### src/rtl/instruction_fetch.sv
// rtl/instruction_fetch.sv - fetch stage: PC, imem read, instruction register with valid/ready
// Stops after a word with bit 0 set; execute redirects restart fetching from any non-IDLE state.
module instruction_fetch #(
    parameter int ADDR_W   = 7,
    parameter int DATA_W   = 16,
    parameter int RESET_PC = 0
) (
    input  logic              clk,
    input  logic              rst_n,
    input  logic              start,
    output logic [ADDR_W-1:0] imem_addr,
    output logic              imem_rd,
    input  logic [DATA_W-1:0] imem_rdata,
    output logic              ir_valid,
    input  logic              ir_ready,
    output logic [DATA_W-1:0] ir_data,
    output logic [ADDR_W-1:0] ir_pc,
    input  logic              redirect,
    input  logic [ADDR_W-1:0] redirect_pc,
    output logic              halted
);

    typedef enum logic [1:0] {
        S_IDLE  = 2'd0,
        S_FETCH = 2'd1,
        S_HALT  = 2'd2
    } state_t;

    state_t            state_q, state_d;
    logic [ADDR_W-1:0] pc_q, pc_d;
    logic              ir_valid_q, ir_valid_d;
    logic [DATA_W-1:0] ir_data_q, ir_data_d;
    logic [ADDR_W-1:0] ir_pc_q, ir_pc_d;
    logic              slot_free;
    logic              capture;

    assign slot_free = !ir_valid_q || ir_ready;
    assign capture   = (state_q == S_FETCH) && slot_free && !redirect;

    assign imem_addr = pc_q;
    assign imem_rd   = capture;
    assign ir_valid  = ir_valid_q;
    assign ir_data   = ir_data_q;
    assign ir_pc     = ir_pc_q;
    assign halted    = (state_q == S_HALT);

    always_comb begin
        state_d    = state_q;
        pc_d       = pc_q;
        ir_valid_d = ir_valid_q;
        ir_data_d  = ir_data_q;
        ir_pc_d    = ir_pc_q;

        if (ir_valid_q && ir_ready) begin
            ir_valid_d = 1'b0;
        end

        case (state_q)
            S_IDLE: begin
                if (start) begin
                    state_d = S_FETCH;
                end
            end
            S_FETCH, S_HALT: begin
                // Redirect wins over capture and flushes the slot; a same-cycle
                // handshake still counts as a transfer on the decode side.
                if (redirect) begin
                    pc_d       = redirect_pc;
                    ir_valid_d = 1'b0;
                    state_d    = S_FETCH;
                end else if (capture) begin
                    ir_data_d  = imem_rdata;
                    ir_pc_d    = pc_q;
                    ir_valid_d = 1'b1;
                    pc_d       = pc_q + ADDR_W'(1);
                    if (imem_rdata[0]) begin
                        state_d = S_HALT;
                    end
                end
            end
            default: begin
                state_d = S_IDLE;
            end
        endcase
    end

    always_ff @(posedge clk) begin
        if (!rst_n) begin
            state_q    <= S_IDLE;
            pc_q       <= ADDR_W'(RESET_PC);
            ir_valid_q <= 1'b0;
            ir_data_q  <= '0;
            ir_pc_q    <= '0;
        end else begin
            state_q    <= state_d;
            pc_q       <= pc_d;
            ir_valid_q <= ir_valid_d;
            ir_data_q  <= ir_data_d;
            ir_pc_q    <= ir_pc_d;
        end
    end

endmodule
### config.mk
export PLATFORM = sky130hd
export DESIGN_NAME = instruction_fetch
export DESIGN_NICKNAME = d
export VERILOG_FILES = /design/src/rtl/instruction_fetch.sv
export SDC_FILE = /design/constraint.sdc
export NUM_CORES = 1
export LEC_CHECK = 0
export BUFFER_PORTS_ARGS = -buffer_cell sky130_fd_sc_hd__buf_2
export CORE_ASPECT_RATIO = 0.6
export CORE_MARGIN = 4
export CORE_UTILIZATION = 51
export CTS_CLUSTER_SIZE = 30
export DETAILED_ROUTE_END_ITERATION = 8
export PLACE_DENSITY = 0.94
export SYNTH_ARGS = -nofsm -noshare
export SYNTH_HDL_FRONTEND = slang
export SYNTH_SLANG_ARGS = --single-unit
### constraint.sdc
create_clock -name clk -period 3.9 [get_ports clk]
set_clock_uncertainty 0.1 [all_clocks]
set_input_delay 0.195 -clock clk [delete_from_list [all_inputs] [get_ports clk]]
set_output_delay 0.195 -clock clk [all_outputs]
set_load 0.1 [all_outputs]
==> summary.md, run 1 <==
| Metric | Value |
|---|---|
| Crit-path cells | `inv_1, ha_1, nor2b_1, nand3_1, nand2_1, a21boi_1` |
| Clock root buffer master | `clkbuf_8` |
| Outcome | `completed` |
| Antenna cells | `0` |
| Synthesized netlist cell count | `184` |
| Slew @ Worst Pin | `0.8400 ns` |
| Vias per cell | `5.120` |
| Relative slew slack | `0.4382` |
| Largest net degree at the start of global routing | `38` |
| Hold WC Path Type | `in2reg` |
| Net count after synthesis | `217` |
| Clock-pin slew of the registers on the worst-case setup and hold paths | `0.07 ns` |
| CTS tree | `built` |
| Top cell type's share of synthesized area | `0.4307` |
| Routed WL | `3634 um` |
| Top delay family on crit path | `simple AND/OR/NAND/NOR gates` |
| Most frequent cells in the layout | `60 x buf_2, 57 x nand2_1, 33 x dfxtp_1` |
| First-pass DRT Iterations | `4` |
| Placement Cell Area | `1836 sq um` |
| Final setup TNS | `0 ns` |
| Routed len/inst | `12.80 um` |
| Die W | `78.80 um` |
| Worst Setup End Kind | `flip-flop` |
| Number of global-route vias before repair | `1304` |
| Rows | `15` |
| Synth unique cells | `35` |
| Final period utilization | `0.5734` |
| R2r worst-path depth | `6` |
| Initial core utilization | `0.5342` |
| Commonest non-fill, non-tap cell in the layout | `buf_2` |
| Io pins | `61` |
| Synth Register Bits | `33` |
| CP required | `3.98 ns` |
| First-pass GRT wire length | `5927 um` |
| IO Port Bufs | `60` |
| Die span in y | `50.48 um` |
| Max stage delay cell, worst path | `nand3_1` |
| Setup bufs post-CTS | `0` |
| WP depth | `6` |
| Initial antenna violation count | `0` |
| Avg Inst Size Synth | `8.337 sq um` |
| Core Region | `2872 sq um` |
| Sink Count | `33` |
| Sequential area share after synthesis | `0.4307` |
| Leakage | `0.8576 nW` |
| Share of cells above drive strength 1 | `0.3140` |
| Kind of critical path | `reg2reg` |
| Area grow syn2layout | `25.29%` |
| Post-Syn Area | `1534 sq um` |
| CTS Hold Bufs | `0` |
| Placed insts | `276` |
| Initial DRC count | `92` |
| Fmax | `0.4472 GHz` |
| Crit path largest cell delay | `0.59 ns` |
| Setup violators final | `0` |
| Largest fanout on the critical path | `23` |
| Cell area power density | `561.6 nW/um^2` |
| Pins Over Slew Limit | `0` |
| Routed vias | `1454` |
| CTS H-tree lvls | `2` |
| Final nets | `274` |
| Post-route ant nets | `0` |
| Worst Hold Depth | `3` |
| Grt ovf | `0` |
| Max Root-Sink Buffers | `2` |
| Final instance area | `1922 sq um` |
| DRC errors left | `0` |
| Die Area | `3978 sq um` |
| CP startpoint kind | `flip-flop` |
| Leading area contributor after synthesis | `dfxtp_1` |
| Resized cells post-CTS | `0` |
| Max Cap Violations | `0` |
| CTS buffer count | `5` |
| Clock latency on the worst-skew pair | `0.29 ns` |
| HPWL after DPL | `2683 um` |
| VDD IR-drop max | `0.2736 mV` |
| Synth warnings | `0` |
| GRT Total Usage | `0.1937` |
| RSZ-0062 raised after global routing | `false` |
| Final min period | `2.236 ns` |
| Worst path buffer plus inverter count | `1` |
| Non-Filler Instances | `284` |
| Synth top area cells | `dfxtp_1 43%, nand2_1 14%, a21boi_1 10%, ha_1 4.1%, a21boi_0 2.4%` |
| Final-report hold violation count | `0` |
| WP data arrival | `2.32 ns` |
| Gpl congestion | `0.9447` |
## worst min-delay path, stage by stage
cell and delay (ns):
buf_2 0.09, nand2_1 0.05, a21boi_1 0.05
## cells by family (layout without fill, tap and decap cells)
kind of cell / after synthesis / after routing / share of synthesized area
muxes: 2 / 2 / 0.01305
DFF: 33 / 33 / 0.4307
buffers and inverters: 13 / 71 / 0.04078
adders and majority gates: 5 / 5 / 0.04078
AOI/OAI and AO/OA: 46 / 46 / 0.2219
and+or+nand+nor: 85 / 85 / 0.2529
## area by class of cell
class                   count  area [sq um]
repair buffers             60         300.3
fillers                   272         949.7
well taps                  42         52.55
inverters                   3         11.26
flip-flops and latches     33         660.6
multi-input cells         138         810.8
clock inverters             3         17.52
clock buffers               5         68.82
## cells in the mapped netlist
library cell,n
a31o_1,1
nand4_1,2
clkbuf_1,3
a22o_1,1
o311a_1,1
a22oi_2,1
or3_1,1
nor3_1,4
or4_4,1
o22ai_1,3
a21oi_1,5
ha_1,5
nand2_1,57
nand3_1,3
and2_1,1
nor3_4,1
nand2_2,2
a21boi_0,5
a41o_1,1
o21ai_0,4
o211a_1,1
and2b_4,1
and3_1,1
buf_2,5
nand3_2,1
a21boi_1,21
buf_4,2
inv_1,3
dfxtp_1,33
mux2i_1,2
nor2_1,6
o21ai_4,1
o21ai_1,1
nor2b_1,2
nand2b_1,2
## final timing paths
check                              startpoint    endpoint  slack (ns)
worst min register to register     ir_data[0]  ir_data[0]        0.35
worst min-delay path            imem_rdata[5]  ir_data[5]        0.04
worst max register to register     state_q[0]    ir_pc[3]        1.66
worst max-delay path               state_q[0]    ir_pc[3]        1.66
## routing by layer
metal  GRT usage  part of all wire  up-vias  wire [um]
met5           0                 0        -          0
met4     0.08721             0.015        0         53
met3     0.07168             0.095        5        345
met2      0.2859              0.42       57       1543
met1      0.2519              0.47      655       1691
li1            -                 -      737          -
## through the flow
| stage | total power [mW] | hold WS, ns | util | setup slack [ns] |
|---|---|---|---|---|
| after floorplan | 0.7583 | 0.2299 | - | 1.351 |
| after global placement | 0.8255 | 0.3365 | 0.6392 | 1.733 |
| after detailed placement | 0.8312 | 0.3418 | 0.6392 | 1.673 |
| after CTS | 1.085 | 0.03204 | 0.6693 | 1.657 |
| after global routing | 1.127 | 0.03292 | 0.6693 | 1.415 |
| final | 1.079 | 0.03667 | 0.6693 | 1.664 |
## registers in the layout, summed over array words and instances, names as in the netlist
signal	cells
imem_addr	7
ir_data	16
ir_pc	7
ir_valid	1
state_q	2
## power breakdown
group	internal (mW)	total [mW]	leakage [nW]	switching [mW]
logic	0.0943	0.424	0.546	0.330
clock network	0.123	0.253	0.0439	0.130
registers	0.368	0.403	0.267	0.0342
total	0.586	1.08	0.858	0.494
(Power assumes the default switching activity.)
==> run 2: changes to the inputs <==
--- a/config.mk
+++ b/config.mk
@@ -8,10 +8,10 @@
 export BUFFER_PORTS_ARGS = -buffer_cell sky130_fd_sc_hd__buf_2
 export CORE_ASPECT_RATIO = 0.6
 export CORE_MARGIN = 4
-export CORE_UTILIZATION = 51
+export CORE_UTILIZATION = 47
 export CTS_CLUSTER_SIZE = 30
 export DETAILED_ROUTE_END_ITERATION = 8
-export PLACE_DENSITY = 0.94
+export PLACE_DENSITY = 0.89
 export SYNTH_ARGS = -nofsm -noshare
 export SYNTH_HDL_FRONTEND = slang
 export SYNTH_SLANG_ARGS = --single-unit
==> constraint.sdc (replaced) <==
create_clock -name clk -period 2.07 [get_ports clk]
set_clock_uncertainty 0.1 [all_clocks]
set_input_delay 0.1035 -clock clk [delete_from_list [all_inputs] [get_ports clk]]
set_output_delay 0.1035 -clock clk [all_outputs]
set_load 0.1 [all_outputs]
==> summary.md, run 2 (same netlist as run 1, synthesis figures left out) <==
| Metric | Value |
|---|---|
| Outcome | `completed` |
| Relative slew slack | `0.6701 (+0.2319)` |
| Clock-pin slew of the registers on the worst-case setup and hold paths | `0.07 ns (about the same)` |
| Final min period | `1.911 ns (-0.3246 ns)` |
| PnR worst setup slack | `0.1585 ns (-1.505 ns)` |
| Worst Hold Depth | `3 (unchanged)` |
| Setup bufs post-CTS | `0 (unchanged)` |
| Max stage delay cell, worst path | `dfxtp_1` |
| Grt ovf | `0 (unchanged)` |
| Fmax | `0.5232 GHz (+17%)` |
| Cell area power density | `1042 nW/um^2 (+86%)` |
| Worst r2r src | `state_q[0]` |
| Fillers | `251 (-7.7%)` |
| First-pass DRT Iterations | `4 (unchanged)` |
| Largest fanout on the critical path | `10 (-57%)` |
| Worst path buffer plus inverter count | `1 (unchanged)` |
| Initial core utilization | `0.5108 (-0.02337)` |
| Worst Setup End Kind | `flip-flop` |
| Initial DRC count | `124 (+35%)` |
| Placement Cell Area | `1863 sq um (+1.5%)` |
| First-pass GRT wire length | `7182 um (+21%)` |
| Slew @ Worst Pin | `0.4983 ns (-0.3417 ns)` |
| Hold WS | `0.03224 ns (-0.004431 ns)` |
| Area grow syn2layout | `40.13%` |
| Die span in y | `52.25 um (+3.5%)` |
| Largest net degree at the start of global routing | `24 (-37%)` |
| Final period utilization | `0.9234 (+0.3500)` |
| Die W | `81.76 um (+3.7%)` |
| IO Port Bufs | `60 (unchanged)` |
| Final-report hold violation count | `0 (unchanged)` |
| CTS H-tree lvls | `2 (unchanged)` |
| Kind of critical path | `reg2reg` |
| Final nets | `294 (+7.3%)` |
| Final instance area | `2150 sq um (+12%)` |
| Core Region | `3003 sq um (+4.6%)` |
| Placed insts | `279 (+1.1%)` |
| Most frequent cells in the layout | `60 x buf_2, 57 x nand2_1, 31 x dfxtp_1` |
| Die Area | `4272 sq um (+7.4%)` |
| Worst Setup SP | `state_q[0]` |
| DRC errors left | `0 (unchanged)` |
| Min-delay src | `redirect_pc[3]` |
| Rows | `15 (unchanged)` |
| CTS tree | `built` |
| Post-Place Setup Slack | `0.2117 ns (-1.461 ns)` |
| Routed len/inst | `14.40 um (+13%)` |
| CP startpoint kind | `flip-flop` |
| Total power | `2.241 mW (+110%)` |
| Share of cells above drive strength 1 | `0.3092 (-0.004889)` |
| WP data arrival | `1.98 ns (-0.34 ns)` |
| WP depth | `6 (unchanged)` |
| GRT Total Usage | `0.2236 (+0.02992)` |
| Initial antenna violation count | `0 (unchanged)` |
| Number of flip-flops in the largest register | `16 (unchanged)` |
| Clock root buffer master | `clkbuf_8` |
| Top delay family on crit path | `compound AO/OA/AOI/OAI gates` |
| Routed WL | `4379 um (+21%)` |
| Crit-path cells | `inv_1, ha_1, nand2_2, o21ai_4, a21boi_0, o22ai_1` |
| Leakage | `0.9582 nW (+12%)` |
| Pins Over Slew Limit | `0 (unchanged)` |
| Io pins | `61 (unchanged)` |
| Gpl congestion | `0.8723 (-7.7%)` |
| Final setup TNS | `0 ns (unchanged)` |
| Non-Filler Instances | `304 (+7.0%)` |
| Max Cap Violations | `0 (unchanged)` |
| Hold WC Path Type | `in2reg` |
| Number of global-route vias before repair | `1606 (+23%)` |
| RSZ-0062 raised after global routing | `false` |
| Vias per cell | `5.276 (+3.1%)` |
| Sink Count | `33 (unchanged)` |
| Clock latency on the worst-skew pair | `0.28 ns (about the same)` |
| CP required | `2.14 ns (-1.84 ns)` |
| Setup violators final | `0 (unchanged)` |
| VDD IR-drop max | `0.6473 mV (+140%)` |
| Routed vias | `1604 (+10%)` |
| CTS buffer count | `5 (unchanged)` |
| Commonest non-fill, non-tap cell in the layout | `buf_2` |
| Post-route ant nets | `0 (unchanged)` |
| Antenna cells | `0 (unchanged)` |
| Crit path largest cell delay | `0.40 ns (-0.19 ns)` |
| HPWL after DPL | `3023 um (+13%)` |
| Max Root-Sink Buffers | `2 (unchanged)` |
| Final core utilization | `0.7158 (+0.04655)` |
| R2r worst-path depth | `6 (unchanged)` |
run 2: final cells by class:
class	instances	area [sq um]	share of cell area
Clock buffer	7	86.33	0.04016
Clock inverter	1	30.03	0.01397
Inverter	3	11.26	0.005239
Multi-Input combinational cell	138	813.3	0.3783
Sequential cell	33	663.1	0.3085
Tap cell	42	52.55	0.02445
Timing Repair Buffer	80	493.0	0.2293
run 2: repair_timing:
action	in CTS	in global routing
hold buffers	17	0
gates resized for setup	0	0
hold endpoints to repair	17	0
run 2: path summary, 6_finish.rpt:
path                  end  slack (ns)
min          imem_addr[3]        0.03
max reg2reg  imem_addr[4]        0.16
min reg2reg    ir_data[5]        0.35
max          imem_addr[4]        0.16
run 2: metal layers:
metal / wire (um) / track usage / vias to the layer above
met5: 0 / 0 / -
met4: 16 / 0.07459 / 0
met3: 427 / 0.07560 / 3
met2: 1998 / 0.3579 / 82
met1: 1937 / 0.2822 / 744
li1: - / - / 775
run 2: report_power, final:
part	leakage [nW]	switching [mW]	internal (mW)	total [mW]
clock network	0.0585	0.233	0.392	0.626
registers	0.268	0.0728	0.697	0.770
logic	0.632	0.640	0.205	0.845
run 2: tightest hold or removal path: cells and delay by family:
kind	cells	cell delay [ns]
compound gates	2	0.18
buf+inv	1	0.08
